[src/rtl/csa_tree_pipe.sv]
// csa_tree_pipe: masked, sign-selectable N-operand carry-save reduction tree.
// The tree is purely combinational. It feeds an elastic chain of STAGES
// sum/carry/tag registers. A final carry-propagate adder resolves the
// registered sum/carry pair into result_o.
module csa_tree_pipe #(
    parameter int N       = 8,
    parameter int WIDTH_I = 8,
    parameter int WIDTH_O = WIDTH_I + $clog2(N),
    parameter int STAGES  = 2,
    parameter int TAG_W   = 4
) (
    input  logic                   clk_i,
    input  logic                   rst_ni,
    input  logic                   valid_i,
    output logic                   ready_o,
    input  logic [N*WIDTH_I-1:0]   operands_i,
    input  logic [N-1:0]           mask_i,
    input  logic                   signed_i,
    input  logic [TAG_W-1:0]       tag_i,
    output logic                   valid_o,
    input  logic                   ready_i,
    output logic [WIDTH_O-1:0]     sum_o,
    output logic [WIDTH_O-1:0]     carry_o,
    output logic [WIDTH_O-1:0]     result_o,
    output logic [TAG_W-1:0]       tag_o
);

    // Two spare slots, so the group-of-three reads in the tree never index past the end.
    localparam int SLOTS = N + 2;

    logic [N*WIDTH_O-1:0]     ext_ops;
    logic [SLOTS*WIDTH_O-1:0] work;
    logic [SLOTS*WIDTH_O-1:0] nxt;
    logic [WIDTH_O-1:0]       a, b, c;
    logic [WIDTH_O-1:0]       tree_sum;
    logic [WIDTH_O-1:0]       tree_carry;
    int                       cnt;
    int                       ncnt;

    // Masked operands become zero. The others are extended to WIDTH_O according to the beat's signed_i.
    always_comb begin
        ext_ops = '0;
        for (int k = 0; k < N; k++) begin
            if (mask_i[k]) begin
                if (signed_i)
                    ext_ops[k*WIDTH_O +: WIDTH_O] = WIDTH_O'($signed(operands_i[k*WIDTH_I +: WIDTH_I]));
                else
                    ext_ops[k*WIDTH_O +: WIDTH_O] = WIDTH_O'(operands_i[k*WIDTH_I +: WIDTH_I]);
            end
        end
    end

    // Wallace-style reduction. Each level replaces every full group of three
    // rows with a 3:2 compressor (sum, carry<<1). Leftover rows pass through.
    // The loop stops at two rows. Slots beyond the live row count stay zero, so
    // N=1 and N=2 fall straight through as sum/carry.
    always_comb begin
        work                  = '0;
        work[N*WIDTH_O-1:0]   = ext_ops;
        cnt                   = N;
        nxt                   = '0;
        ncnt                  = 0;
        a                     = '0;
        b                     = '0;
        c                     = '0;
        for (int l = 0; l < N; l++) begin
            if (cnt > 2) begin
                nxt  = '0;
                ncnt = 0;
                for (int g = 0; g < N; g += 3) begin
                    if (g + 2 < cnt) begin
                        a = work[g*WIDTH_O +: WIDTH_O];
                        b = work[(g+1)*WIDTH_O +: WIDTH_O];
                        c = work[(g+2)*WIDTH_O +: WIDTH_O];
                        nxt[ncnt*WIDTH_O +: WIDTH_O]     = a ^ b ^ c;
                        nxt[(ncnt+1)*WIDTH_O +: WIDTH_O] = ((a & b) | (a & c) | (b & c)) << 1;
                        ncnt = ncnt + 2;
                    end else if (g < cnt) begin
                        nxt[ncnt*WIDTH_O +: WIDTH_O]     = work[g*WIDTH_O +: WIDTH_O];
                        nxt[(ncnt+1)*WIDTH_O +: WIDTH_O] = work[(g+1)*WIDTH_O +: WIDTH_O];
                        ncnt = ncnt + ((g + 1 < cnt) ? 2 : 1);
                    end
                end
                work = nxt;
                cnt  = ncnt;
            end
        end
    end

    assign tree_sum   = work[0 +: WIDTH_O];
    assign tree_carry = work[WIDTH_O +: WIDTH_O];

    generate
        if (STAGES == 0) begin : g_comb
            assign valid_o = valid_i;
            assign ready_o = ready_i;
            assign sum_o   = tree_sum;
            assign carry_o = tree_carry;
            assign tag_o   = tag_i;
        end else begin : g_pipe
            logic [STAGES-1:0]                  vld_q, vld_d, load;
            logic [STAGES-1:0][WIDTH_O-1:0]     sum_q, sum_d, carry_q, carry_d;
            logic [STAGES-1:0][TAG_W-1:0]       tag_q, tag_d;
            // Index 0 is the tree output. Index s+1 is stage s. Index STAGES is the block output.
            logic [STAGES:0]                    vld_pipe;
            logic [STAGES:0][WIDTH_O-1:0]       sum_pipe, carry_pipe;
            logic [STAGES:0][TAG_W-1:0]         tag_pipe;
            logic                               acc;

            assign vld_pipe   = {vld_q, valid_i};
            assign sum_pipe   = {sum_q, tree_sum};
            assign carry_pipe = {carry_q, tree_carry};
            assign tag_pipe   = {tag_q, tag_i};

            // A stage may load if it or any later stage is empty, or if the consumer is taking the head.
            always_comb begin
                acc  = ready_i;
                load = '0;
                for (int s = STAGES - 1; s >= 0; s--) begin
                    acc     = acc | ~vld_q[s];
                    load[s] = acc;
                end
            end

            // Loading stages take their predecessor. Data moves only with a valid beat.
            always_comb begin
                vld_d   = vld_q;
                sum_d   = sum_q;
                carry_d = carry_q;
                tag_d   = tag_q;
                for (int s = 0; s < STAGES; s++) begin
                    if (load[s]) begin
                        vld_d[s] = vld_pipe[s];
                        if (vld_pipe[s]) begin
                            sum_d[s]   = sum_pipe[s];
                            carry_d[s] = carry_pipe[s];
                            tag_d[s]   = tag_pipe[s];
                        end
                    end
                end
            end

            // Stage registers. Reset empties the pipe and zeroes all data.
            always_ff @(posedge clk_i) begin
                if (!rst_ni) begin
                    vld_q   <= '0;
                    sum_q   <= '0;
                    carry_q <= '0;
                    tag_q   <= '0;
                end else begin
                    vld_q   <= vld_d;
                    sum_q   <= sum_d;
                    carry_q <= carry_d;
                    tag_q   <= tag_d;
                end
            end

            assign ready_o = load[0];
            assign valid_o = vld_pipe[STAGES];
            assign sum_o   = sum_pipe[STAGES];
            assign carry_o = carry_pipe[STAGES];
            assign tag_o   = tag_pipe[STAGES];
        end
    endgenerate

    assign result_o = sum_o + carry_o;

endmodule

[config.mk]
export PLATFORM = sky130hd
export DESIGN_NAME = csa_tree_pipe
export DESIGN_NICKNAME = d
export VERILOG_FILES = /design/src/rtl/csa_tree_pipe.sv
export SDC_FILE = /design/constraint.sdc
export NUM_CORES = 1
export LEC_CHECK = 0
export BUFFER_PORTS_ARGS = -buffer_cell sky130_fd_sc_hd__buf_2
export CAP_MARGIN = 20
export CORE_MARGIN = 2
export CORE_UTILIZATION = 52
export CTS_BUF_LIST = sky130_fd_sc_hd__clkbuf_16
export CTS_CLUSTER_DIAMETER = 150
export DETAILED_ROUTE_END_ITERATION = 8
export PLACE_DENSITY = 0.78
export SETUP_SLACK_MARGIN = 0.15
export SLEW_MARGIN = 0
export SYNTH_ARGS = -nofsm -noshare
export SYNTH_HDL_FRONTEND = slang
export SYNTH_SLANG_ARGS = --single-unit
[constraint.sdc]
create_clock -name clk_i -period 3.75 [get_ports clk_i]
set_input_delay 0.5625 -clock clk_i [delete_from_list [all_inputs] [get_ports clk_i]]
set_output_delay 0.5625 -clock clk_i [all_outputs]
set_load 0.01 [all_outputs]
==> metrics.cfg, run 1 <==
[status]
status = complete, no violations

[sta]
max_freq_mhz = 327
rsz0062_at_grt = no
setup_violations = 0
worst_slew_pin_slew_ns = 0.888
period_share_pct = 81.6
slew_headroom_pct = 40.8
tns_ns = 0
finClkSkew_ns = 0.00325
hold_slack_ns = 0.453
drv_slew = 0
setup_ws_ns = 0.689
period_needed_ns = 3.06
final-hold-violation-count = 0

[critical_path]
worstPathArrival_ns = 3.28
crit_buf_inv = 3
worst-path-stages = 10
crit_family = adder cells
critPathKind = in -> reg
reg2reg_from = g_pipe.vld_q[1]$_SDFFE_PN0P_
reg2regPathDepth = 4
start_kind = input pin
critPathCapture = g_pipe.sum_pipe[20]$_SDFFE_PN0P_
slowest_delay_ns = 0.59
crit_start = mask_i[5]
slowest_stage = fa_1
worstPathCellList = buf_2 > and3_1 > fa_1 > inv_1 > fa_1 > inv_1 > fa_1 > fa_1 > nand2_1 > a21boi_1
reg2reg_slack_ns = 2.08
cpMostUsedCell = fa_1
r2r-end = carry_o[3]$_SDFFE_PN0P_
critical_path_required_ns = 3.97
crit_fanout = 9
end_kind = flip-flop

[cts]
cts_inserted_buffers = 5
root_buffer = clkbuf_16
ctsResizeCount = 0
clk_path_buf_depth = 2
post_cts_buffers = 0
cts_tree = built
htreeDepth = 2
clkSinkCount = 50
hold_buffers = 0
insertion_delay_ns = 0.28
path_clk_slew_ns = 0.06

[die]
core_sq_um = 7770
die_h_um = 93.9
start_util_pct = 54.2
die-area_sq_um = 8820
num_rows = 32
fp.dieW_um = 93.9
io_pins = 120

[detailed_routing]
vias = 3250
via_per_inst = 4.98
ant_nets = 0
wire_per_inst_um = 12.6
wl_um = 8220
first_iter_violations = 110
dr.pass1.iters = 4
drc = 0

[hold_path]
hold_class = reg -> reg

[power_and_ir_drop]
switching_power_mw = 0.559
ir_worst_vdd_mv = 0.189
power_leakage_nw = 2.26
power.density_nw_per_um2 = 356
clkPwrFrac_pct = 25.1
p_seq_share_pct = 37.8
p_total_mw = 1.69
power_frac_comb_pct = 37.1
switching_share_pct = 33.2
internal-power_mw = 1.13

[yosys]
synth_edf_count = 0
synthMuxAreaShare_pct = 0
ys_ff_latch = 50
yosys_warnings = 0
async_flop_share_pct = 0
syn_area_sq_um = 4210
synthFlopType = dfxtp_1
synth_top_area_share_pct = 26.2
ys_types = 40
synth_area_leaders = fa_1, dfxtp_1, nand2_1, buf_4, a21boi_2
synth_compound_area_share_pct = 14.9
synthCells = 475
synth_top_family_by_area = adder cells
ys_seq_area_share_pct = 23.8
synthAdderAreaFrac_pct = 29.4
syn_avg_cell_area_sq_um = 8.86
synth-simple-area-share_pct = 17.3
yosys.area.top_type = fa_1
synth_xor_area_share_pct = 2.20

[place]
hpwlAfterDp_um = 6790
gp_congestion = 0.868
io_buffers = 117
pre_cts_slack_ns = 0.382

[grt]
overflow = 0
grt_max_degree = 51
grt_use_total_pct = 20.3
grt_pass1_vias = 3499
grt_pass1_wl_um = 14500
antenna_found_initial = 0

[layout]
antenna_cells = 0
num-nets-final = 697
fillers = 709
area_growth_syn_to_layout_pct = 12.5
layout-drive-gt1-share_pct = 27.2

[flow_run]
cap_violations = 0

metal layers:
metal | global-route usage (%) | part of all wire, %
met2 | 39.9 | 56
met1 | 22.8 | 39
met3 | 3.29 | 3.6
met4 | 4.47 | 1.4
met5 | 0 | 0
worst min path at each step:
stage / cells past startpoint / to / slack, ns / startpoint
floorplan: 2 / tag_o[0]$_SDFFE_PN0P_ / 0.43 / g_pipe.tag_pipe[4]$_SDFFE_PN0P_
global placement: 2 / tag_o[2]$_SDFFE_PN0P_ / 0.44 / g_pipe.tag_pipe[6]$_SDFFE_PN0P_
detailed placement: 2 / g_pipe.sum_pipe[16]$_SDFFE_PN0P_ / 0.45 / g_pipe.sum_pipe[16]$_SDFFE_PN0P_
CTS: 2 / g_pipe.carry_pipe[20]$_SDFFE_PN0P_ / 0.45 / g_pipe.carry_pipe[20]$_SDFFE_PN0P_
global route: 2 / g_pipe.sum_pipe[16]$_SDFFE_PN0P_ / 0.47 / g_pipe.sum_pipe[16]$_SDFFE_PN0P_
finish: 2 / g_pipe.carry_pipe[20]$_SDFFE_PN0P_ / 0.45 / g_pipe.carry_pipe[20]$_SDFFE_PN0P_
flip-flops by register name, summed over array words and instances (netlist names):
signal / flops
carry_o: 9
g_pipe.carry_pipe: 9
g_pipe.sum_pipe: 11
g_pipe.tag_pipe: 4
g_pipe.vld_q: 2
sum_o: 11
tag_o: 4
layout by cell type, fill, tap and decap left out, types with 2 or more instances in the layout:
master / n
nand2_1: 157
buf_2: 117
fa_1: 55
dfxtp_1: 50
inv_1: 49
a21boi_1: 25
a21boi_2: 20
ha_1: 11
xnor2_1: 7
and3_1: 6
and2_1: 5
a21boi_0: 5
clkbuf_16: 5
a21oi_1: 4
o21ai_0: 4
nor2_1: 2
o21a_1: 2
a211o_1: 2
nand3_1: 2
conb_1: 2
synthesized netlist by cell type, types with 2 or more instances:
cell and n:
a21boi_0 5, o21ai_0 4, nand3_1 2, nand2_1 157, nor2_1 2, a21boi_2 20
inv_1 48, o21a_1 2, buf_6 2, buf_2 2, a21boi_1 25, a211o_1 2
xnor2_1 7, and2_1 5, a21oi_1 4, and3_1 6, fa_1 55, ha_1 11
buf_4 34, clkbuf_1 13, dfxtp_1 50
power by group through the flow:
stage	Clock, mW	Sequential, mW	Combinational (mW)
global route	0.450	0.644	0.748
global placement	0	0.648	0.613
CTS	0.428	0.638	0.642
floorplan	0	0.639	0.489
finish	0.423	0.637	0.625
detailed placement	0	0.649	0.640
logic make-up (layout without fill, tap and decap cells):
logic type	Yosys count	after routing
fa+ha+maj	66	66
xor+xnor	9	9
flops	50	50
buf+inv	99	174
other cells	1	2
simple gates	179	179
compound gates	71	71
cell type report:
cell class	instances	area [sq um]	share of cell area, %
multi-input cells	327	2690	56.9
well taps	102	128	2.70
clock inverters	3	12.5	0.264
repair buffers	118	593	12.5
clock buffers	5	125	2.64
inverters	48	180	3.81
flip-flops and latches	50	1000	21.2
worst min-delay path, cell delays in order (launching register included):
cell and delay (ns):
dfxtp_1 0.31, nand2_1 0.05, a21boi_1 0.05
per-stage QoR:
step,cells,area [sq um],util (%)
floorplan,476,4210,-
global placement,645,4590,59.1
detailed placement,645,4590,59.1
CTS,653,4730,60.9
global route,653,4730,60.9
finish,653,4730,60.9
Note: power is estimated with default switching activity, not from simulation.
==> run 2: changes to the inputs <==
==> constraint.sdc (replaced) <==
create_clock -name clk_i -period 2.9 [get_ports clk_i]
set_input_delay 0.435 -clock clk_i [delete_from_list [all_inputs] [get_ports clk_i]]
set_output_delay 0.435 -clock clk_i [all_outputs]
set_load 0.01 [all_outputs]
==> run 2 against run 1 <==
Largest power group is now combinational cells. Flip-flop and latch count unchanged. Worst setup slack got worse by 0.61 ns. Combinational power increased by 42%. Via count increased by 2.0%. Clock power increased by 29%. Count of clock-buffer cells in the layout unchanged. Clock skew decreased by 0.0012 ns. Cell area increased by 6.3%. Total power increased by 34%. Largest cell class unchanged. Cell count increased by 1.1%.
==> metrics.cfg, run 2 (same netlist as run 1, synthesis figures left out) <==
[status]
status = complete, no violations  ; unchanged

[cts]
insertion_delay_ns = 0.28  ; about the same
htreeDepth = 2  ; unchanged
cts_inserted_buffers = 5  ; unchanged
root_buffer = clkbuf_16  ; unchanged
cts_tree = built  ; unchanged
clk_path_buf_depth = 2  ; unchanged
hold_buffers = 0  ; unchanged
clkSinkCount = 50  ; unchanged
path_clk_slew_ns = 0.06  ; about the same

[detailed_routing]
wl_um = 8550  ; was 8220 um
via_per_inst = 5.02  ; was 4.98
wl_met3_um = 367  ; was 299 um
drc = 0  ; unchanged
dr_wl_met2_um = 4830  ; was 4570 um
vias = 3316  ; was 3,250
drt-met1-wl_um = 3230  ; was 3240 um
top_layer = met4  ; unchanged
dr.pass1.iters = 4  ; unchanged
first_iter_violations = 134  ; was 110
ant_nets = 0  ; unchanged
wire_per_inst_um = 13.0  ; was 12.6 um

[place]
gp_congestion = 0.871  ; was 0.868
io_buffers = 117  ; unchanged
dp_cells = 652  ; was 645
hpwlAfterDp_um = 6980  ; was 6790 um

[die]
num_rows = 32  ; unchanged
fp.dieW_um = 93.9  ; unchanged
io_pins = 120  ; unchanged
core_sq_um = 7770  ; unchanged
start_util_pct = 54.2  ; unchanged
die_h_um = 93.9  ; unchanged
die-area_sq_um = 8820  ; unchanged

[layout]
area_growth_syn_to_layout_pct = 19.6  ; was 12.5%
most-common-layout-cells = nand2_1, buf_2, dfxtp_1  ; was nand2_1, buf_2, fa_1
final_cells = 660  ; was 653
fillers = 678  ; was 709
final_common_cell = nand2_1  ; unchanged
num-nets-final = 704  ; was 697
layout-drive-gt1-share_pct = 36.2  ; was 27.2%
postLayoutCoreUtil_pct = 64.8  ; was 60.9%
antenna_cells = 0  ; unchanged

[grt]
antenna_found_initial = 0  ; unchanged
grt_use_total_pct = 20.8  ; was 20.3%
grt_max_degree = 51  ; unchanged
overflow = 0  ; unchanged
grt_pass1_vias = 3587  ; was 3,499
grt_pass1_wl_um = 14800  ; was 14,500 um

[critical_path]
reg2regPathDepth = 4  ; unchanged
worstPathArrival_ns = 2.99  ; was 3.28 ns
critical_path_required_ns = 3.07  ; was 3.97 ns
reg2reg_slack_ns = 1.17  ; was 2.08 ns
crit_start = signed_i  ; was mask_i[5]
critPathKind = in -> reg  ; unchanged
end_kind = flip-flop  ; unchanged
reg2reg_from = g_pipe.vld_q[1]$_SDFFE_PN0P_  ; unchanged
start_kind = input pin  ; unchanged
critPathCapture = g_pipe.sum_pipe[20]$_SDFFE_PN0P_  ; unchanged
r2r-end = carry_o[7]$_SDFFE_PN0P_  ; was carry_o[3]$_SDFFE_PN0P_
crit_fanout = 7  ; was 9

[power_and_ir_drop]
ir_worst_vdd_mv = 0.339  ; was 0.189 mV
power_leakage_nw = 2.34  ; was 2.26 nW
power.density_nw_per_um2 = 448  ; was 356 nW/um^2

[sta]
period_needed_ns = 2.82
period_share_pct = 97.4
finClkSkew_ns = 0.00206  ; was 0.00325 ns
rsz0062_at_grt = yes  ; was no
tns_ns = 0  ; unchanged
final-hold-violation-count = 0  ; unchanged
slew_headroom_pct = 38.6  ; was 40.8%
drv_slew = 0  ; unchanged
worst_slew_pin_slew_ns = 0.920  ; was 0.888 ns
setup_violations = 0  ; unchanged
max_freq_mhz = 354

[hold_path]
hold_class = in -> reg  ; was reg -> reg

[flow_run]
cap_violations = 0  ; unchanged

-- run 2: cell type report --
| cell class | count | area [sq um] | share of cell area [%] |
|---|---|---|---|
| inverters | 48 | 180 | 3.58 |
| repair buffers | 125 | 753 | 15.0 |
| well taps | 102 | 128 | 2.54 |
| flip-flops and latches | 50 | 1000 | 19.9 |
| clock inverters | 3 | 16.3 | 0.323 |
| multi-input cells | 327 | 2830 | 56.2 |
| clock buffers | 5 | 125 | 2.49 |
-- run 2: worst max-delay path, cell delays in order --
cell and delay, ns:
buf_8 0.10, and3_4 0.16, fa_2 0.60, inv_2 0.05, fa_1 0.55, inv_1 0.05
fa_2 0.52, fa_1 0.40, nand2_1 0.07, a21boi_1 0.05
-- run 2: routing by layer --
layer  vias to the layer above  GRT usage, %
met5                         -             0
met4                         0          3.62
met3                        10          3.69
met2                        76          41.7
met1                      1627          22.8
li1                       1603             -
-- run 2: power breakdown --
group / leakage, nW / internal [mW] / switching [mW]
combinational: 1.86 / 0.418 / 0.466
clock: 0.0672 / 0.315 / 0.232
sequential: 0.408 / 0.775 / 0.0473
total: 2.34 / 1.51 / 0.746
-- run 2: worst min-delay path by stage --
stage | startpoint | endpoint | slack (ns) | cells after the start
6_report | tag_i[1] | g_pipe.tag_pipe[5]$_SDFFE_PN0P_ | 0.39 | 3
3_3_place_gp | g_pipe.tag_pipe[5]$_SDFFE_PN0P_ | tag_o[1]$_SDFFE_PN0P_ | 0.44 | 2
4_1_cts | tag_i[1] | g_pipe.tag_pipe[5]$_SDFFE_PN0P_ | 0.39 | 3
3_5_place_dp | g_pipe.carry_pipe[20]$_SDFFE_PN0P_ | g_pipe.carry_pipe[20]$_SDFFE_PN0P_ | 0.45 | 2
2_1_floorplan | g_pipe.tag_pipe[4]$_SDFFE_PN0P_ | tag_o[0]$_SDFFE_PN0P_ | 0.43 | 2
5_1_grt | tag_i[1] | g_pipe.tag_pipe[5]$_SDFFE_PN0P_ | 0.40 | 3
-- run 2: stage by stage --
| step | area, sq um | setup slack [ns] | power, mW | hold slack (ns) |
|---|---|---|---|---|
| 2_1_floorplan | 4280 | -0.169 | 1.47 | 0.431 |
| 5_1_grt | 5030 | -0.00430 | 2.45 | 0.396 |
| 4_1_cts | 4850 | 0.00632 | 2.23 | 0.391 |
| 3_3_place_gp | 4670 | -0.299 | 1.65 | 0.436 |
| 6_report | 5030 | 0.0758 | 2.25 | 0.395 |
| 3_5_place_dp | 4670 | -0.302 | 1.67 | 0.446 |
-- run 2: repair_timing --
action / 4_1_cts / 5_1_grt
endpoints found under the setup margin: 11 / 12
gates resized for setup: 14 / 59
setup buffers: 0 / 0
pin swaps: 9 / 32
==> run 3: changes to the inputs <==
--- a/config.mk
+++ b/config.mk
@@ -5,14 +5,15 @@
 export SDC_FILE = /design/constraint.sdc
 export NUM_CORES = 1
 export LEC_CHECK = 0
-export BUFFER_PORTS_ARGS = -buffer_cell sky130_fd_sc_hd__buf_2
 export CAP_MARGIN = 20
+export CORE_ASPECT_RATIO = 0.5
 export CORE_MARGIN = 2
 export CORE_UTILIZATION = 52
 export CTS_BUF_LIST = sky130_fd_sc_hd__clkbuf_16
 export CTS_CLUSTER_DIAMETER = 150
 export DETAILED_ROUTE_END_ITERATION = 8
-export PLACE_DENSITY = 0.78
+export DONT_BUFFER_PORTS = 1
+export PLACE_DENSITY = 0.65
 export SETUP_SLACK_MARGIN = 0.15
 export SLEW_MARGIN = 0
 export SYNTH_ARGS = -nofsm -noshare
==> run 3 against run 2 <==
Via count down 19%. Cell area is 16% lower. Largest power group is now registers. Clock skew rose by 0.0036 ns. Maximum frequency increased by 2.0%. Non-clock buffer count down 123. Total power down 0.25%. Worst hold slack got worse by 0.12 ns. Worst setup slack better by 0.056 ns. Flip-flop and latch count is the same.
==> metrics.cfg, run 3 (same netlist as run 1, synthesis figures left out) <==
[status]
status = complete, no violations  ; unchanged

[power_and_ir_drop]
switching_power_mw = 0.730  ; was 0.746 mW
power.density_nw_per_um2 = 532  ; was 448 nW/um^2
power_leakage_nw = 1.75  ; was 2.34 nW
internal-power_mw = 1.52  ; was 1.51 mW
p_total_mw = 2.25  ; about the same
power_frac_comb_pct = 33.7  ; was 39.3%
clkPwrFrac_pct = 28.7  ; was 24.3%
p_seq_share_pct = 37.5  ; was 36.5%
ir_worst_vdd_mv = 0.288  ; was 0.339 mV
switching_share_pct = 32.5  ; was 33.1%

[cts]
clk_path_buf_depth = 2  ; unchanged
path_clk_slew_ns = 0.07  ; was 0.06 ns
htreeDepth = 2  ; unchanged
post_cts_buffers = 0  ; unchanged
insertion_delay_ns = 0.29  ; was 0.28 ns
clkSinkCount = 50  ; unchanged
hold_buffers = 0  ; unchanged
cts_tree = built  ; unchanged
root_buffer = clkbuf_16  ; unchanged
cts_inserted_buffers = 5  ; unchanged

[die]
start_util_pct = 53.2  ; was 54.2%
num_rows = 23  ; was 32
fp.dieW_um = 131  ; was 93.9 um
io_pins = 120  ; unchanged
die_h_um = 67.6  ; was 93.9 um
die-area_sq_um = 8870  ; was 8820 sq um
core_sq_um = 7910  ; was 7770 sq um

[grt]
antenna_found_initial = 0  ; unchanged
grt_pass1_vias = 2619  ; was 3,587
overflow = 0  ; unchanged
grt_pass1_wl_um = 13000  ; was 14,800 um
grt_max_degree = 51  ; unchanged
grt_use_total_pct = 18.6  ; was 20.8%

[layout]
most-common-layout-cells = nand2_1, fa_1, dfxtp_1  ; was nand2_1, buf_2, dfxtp_1
layout-drive-gt1-share_pct = 10.8  ; was 36.2%
multi_input_area_sq_um = 2720  ; was 2830 sq um
area_growth_syn_to_layout_pct = 0.416  ; was 19.6%
fillers = 754  ; was 678
final_cells = 547  ; was 660
num-nets-final = 581  ; was 704
postLayoutCoreUtil_pct = 53.4  ; was 64.8%
final_common_cell = nand2_1  ; unchanged
regArea_sq_um = 1000  ; about the same
antenna_cells = 0  ; unchanged

[detailed_routing]
wire_per_inst_um = 14.9  ; was 13.0 um
dr.pass1.iters = 4  ; unchanged
via_per_inst = 4.92  ; was 5.02
wl_um = 8150  ; was 8550 um
first_iter_violations = 101  ; was 134
ant_nets = 0  ; unchanged
drc = 0  ; unchanged
vias = 2690  ; was 3,316

[critical_path]
end_kind = flip-flop  ; unchanged
critical_path_required_ns = 3.12  ; was 3.07 ns
reg2reg_from = g_pipe.vld_q[1]$_SDFFE_PN0P_  ; unchanged
reg2regPathDepth = 4  ; unchanged
start_kind = input pin  ; unchanged
crit_fanout = 2  ; was 7
worstPathArrival_ns = 2.99  ; about the same
critPathKind = in -> reg  ; unchanged
crit_start = operands_i[23]  ; was signed_i

[place]
hpwlAfterDp_um = 6700  ; was 6980 um
dp_cells = 539  ; was 652
gp_congestion = 0.861  ; was 0.871
io_buffers = 0  ; was 117

[sta]
worst_slew_pin_slew_ns = 0.600  ; was 0.920 ns
max_freq_mhz = 361  ; was 354 MHz
slew_headroom_pct = 59.9  ; was 38.6%
setup_violations = 0  ; unchanged
finClkSkew_ns = 0.00564  ; was 0.00206 ns
period_needed_ns = 2.77  ; was 2.82 ns
drv_slew = 0  ; unchanged
final-hold-violation-count = 0  ; unchanged
period_share_pct = 95.5  ; was 97.4%
rsz0062_at_grt = yes  ; unchanged
tns_ns = 0  ; unchanged

[flow_run]
cap_violations = 0  ; unchanged

[hold_path]
min_path_cells = 2  ; was 3
hold_class = in -> reg  ; unchanged
min_from = tag_i[3]  ; was tag_i[1]

[run 3: cell count changes in the layout (fill, tap and decap cells not counted), moves of 3 or more]
cell,delta
a21boi_1,+3
a21boi_2,-3
buf_2,-108
buf_6,-6
buf_8,-5
fa_1,+8
fa_2,-8
inv_1,+5
inv_2,-5
nand2_1,+10
nand2_2,-4
nand2_4,-6
[run 3: area by class of cell]
type | count | area share [%]
clock buffers | 5 | 2.96
multi-input cells | 327 | 64.5
clock inverters | 3 | 0.948
repair buffers | 2 | 0.355
flip-flops and latches | 50 | 23.7
well taps | 112 | 3.32
inverters | 48 | 4.27
[run 3: repair_timing]
item / 4_1_cts / 5_1_grt
pin swaps: 1 / 8
endpoints found under the hold margin: 0 / 0
endpoints found under the setup margin: 1 / 4
gates resized for setup: 0 / 5
[run 3: worst paths after layout]
kind | to | slack [ns]
setup / recovery | g_pipe.sum_pipe[20]$_SDFFE_PN0P_ | 0.13
hold / removal | g_pipe.tag_pipe[7]$_SDFFE_PN0P_ | 0.28
setup reg to reg | g_pipe.sum_pipe[13]$_SDFFE_PN0P_ | 1.41
hold reg to reg | tag_o[2]$_SDFFE_PN0P_ | 0.45
[run 3: stage by stage]
| stage | area (sq um) | setup slack, ns | hold WS [ns] |
|---|---|---|---|
| global placement | 4050 | -0.129 | 0.441 |
| global route | 4220 | 0.0308 | 0.272 |
| floorplan | 4280 | -0.169 | 0.431 |
| CTS | 4220 | 0.131 | 0.264 |
| detailed placement | 4050 | -0.171 | 0.444 |
| finish | 4220 | 0.131 | 0.276 |
[run 3: power by group through the flow]
stage	logic, mW	clock network, mW	registers, mW
4_1_cts	0.768	0.658	0.844
6_report	0.758	0.646	0.844
3_5_place_dp	0.764	0	0.859
3_3_place_gp	0.744	0	0.856
2_1_floorplan	0.645	0	0.826
5_1_grt	0.887	0.687	0.853
[run 3: metal layers]
layer  global-route usage (%)  part of all wire (%)
met4                     4.76                   1.0
met3                     3.38                   6.7
met2                     26.1                    38
met1                     29.2                    55
met5                        0                     0
[run 3: worst max-delay path, stage by stage]
cell and delay [ns]:
and3_4 0.16, fa_1 0.58, inv_1 0.08, fa_1 0.57
inv_1 0.06, fa_1 0.45, fa_1 0.49, nand2_1 0.05
a21boi_1 0.13
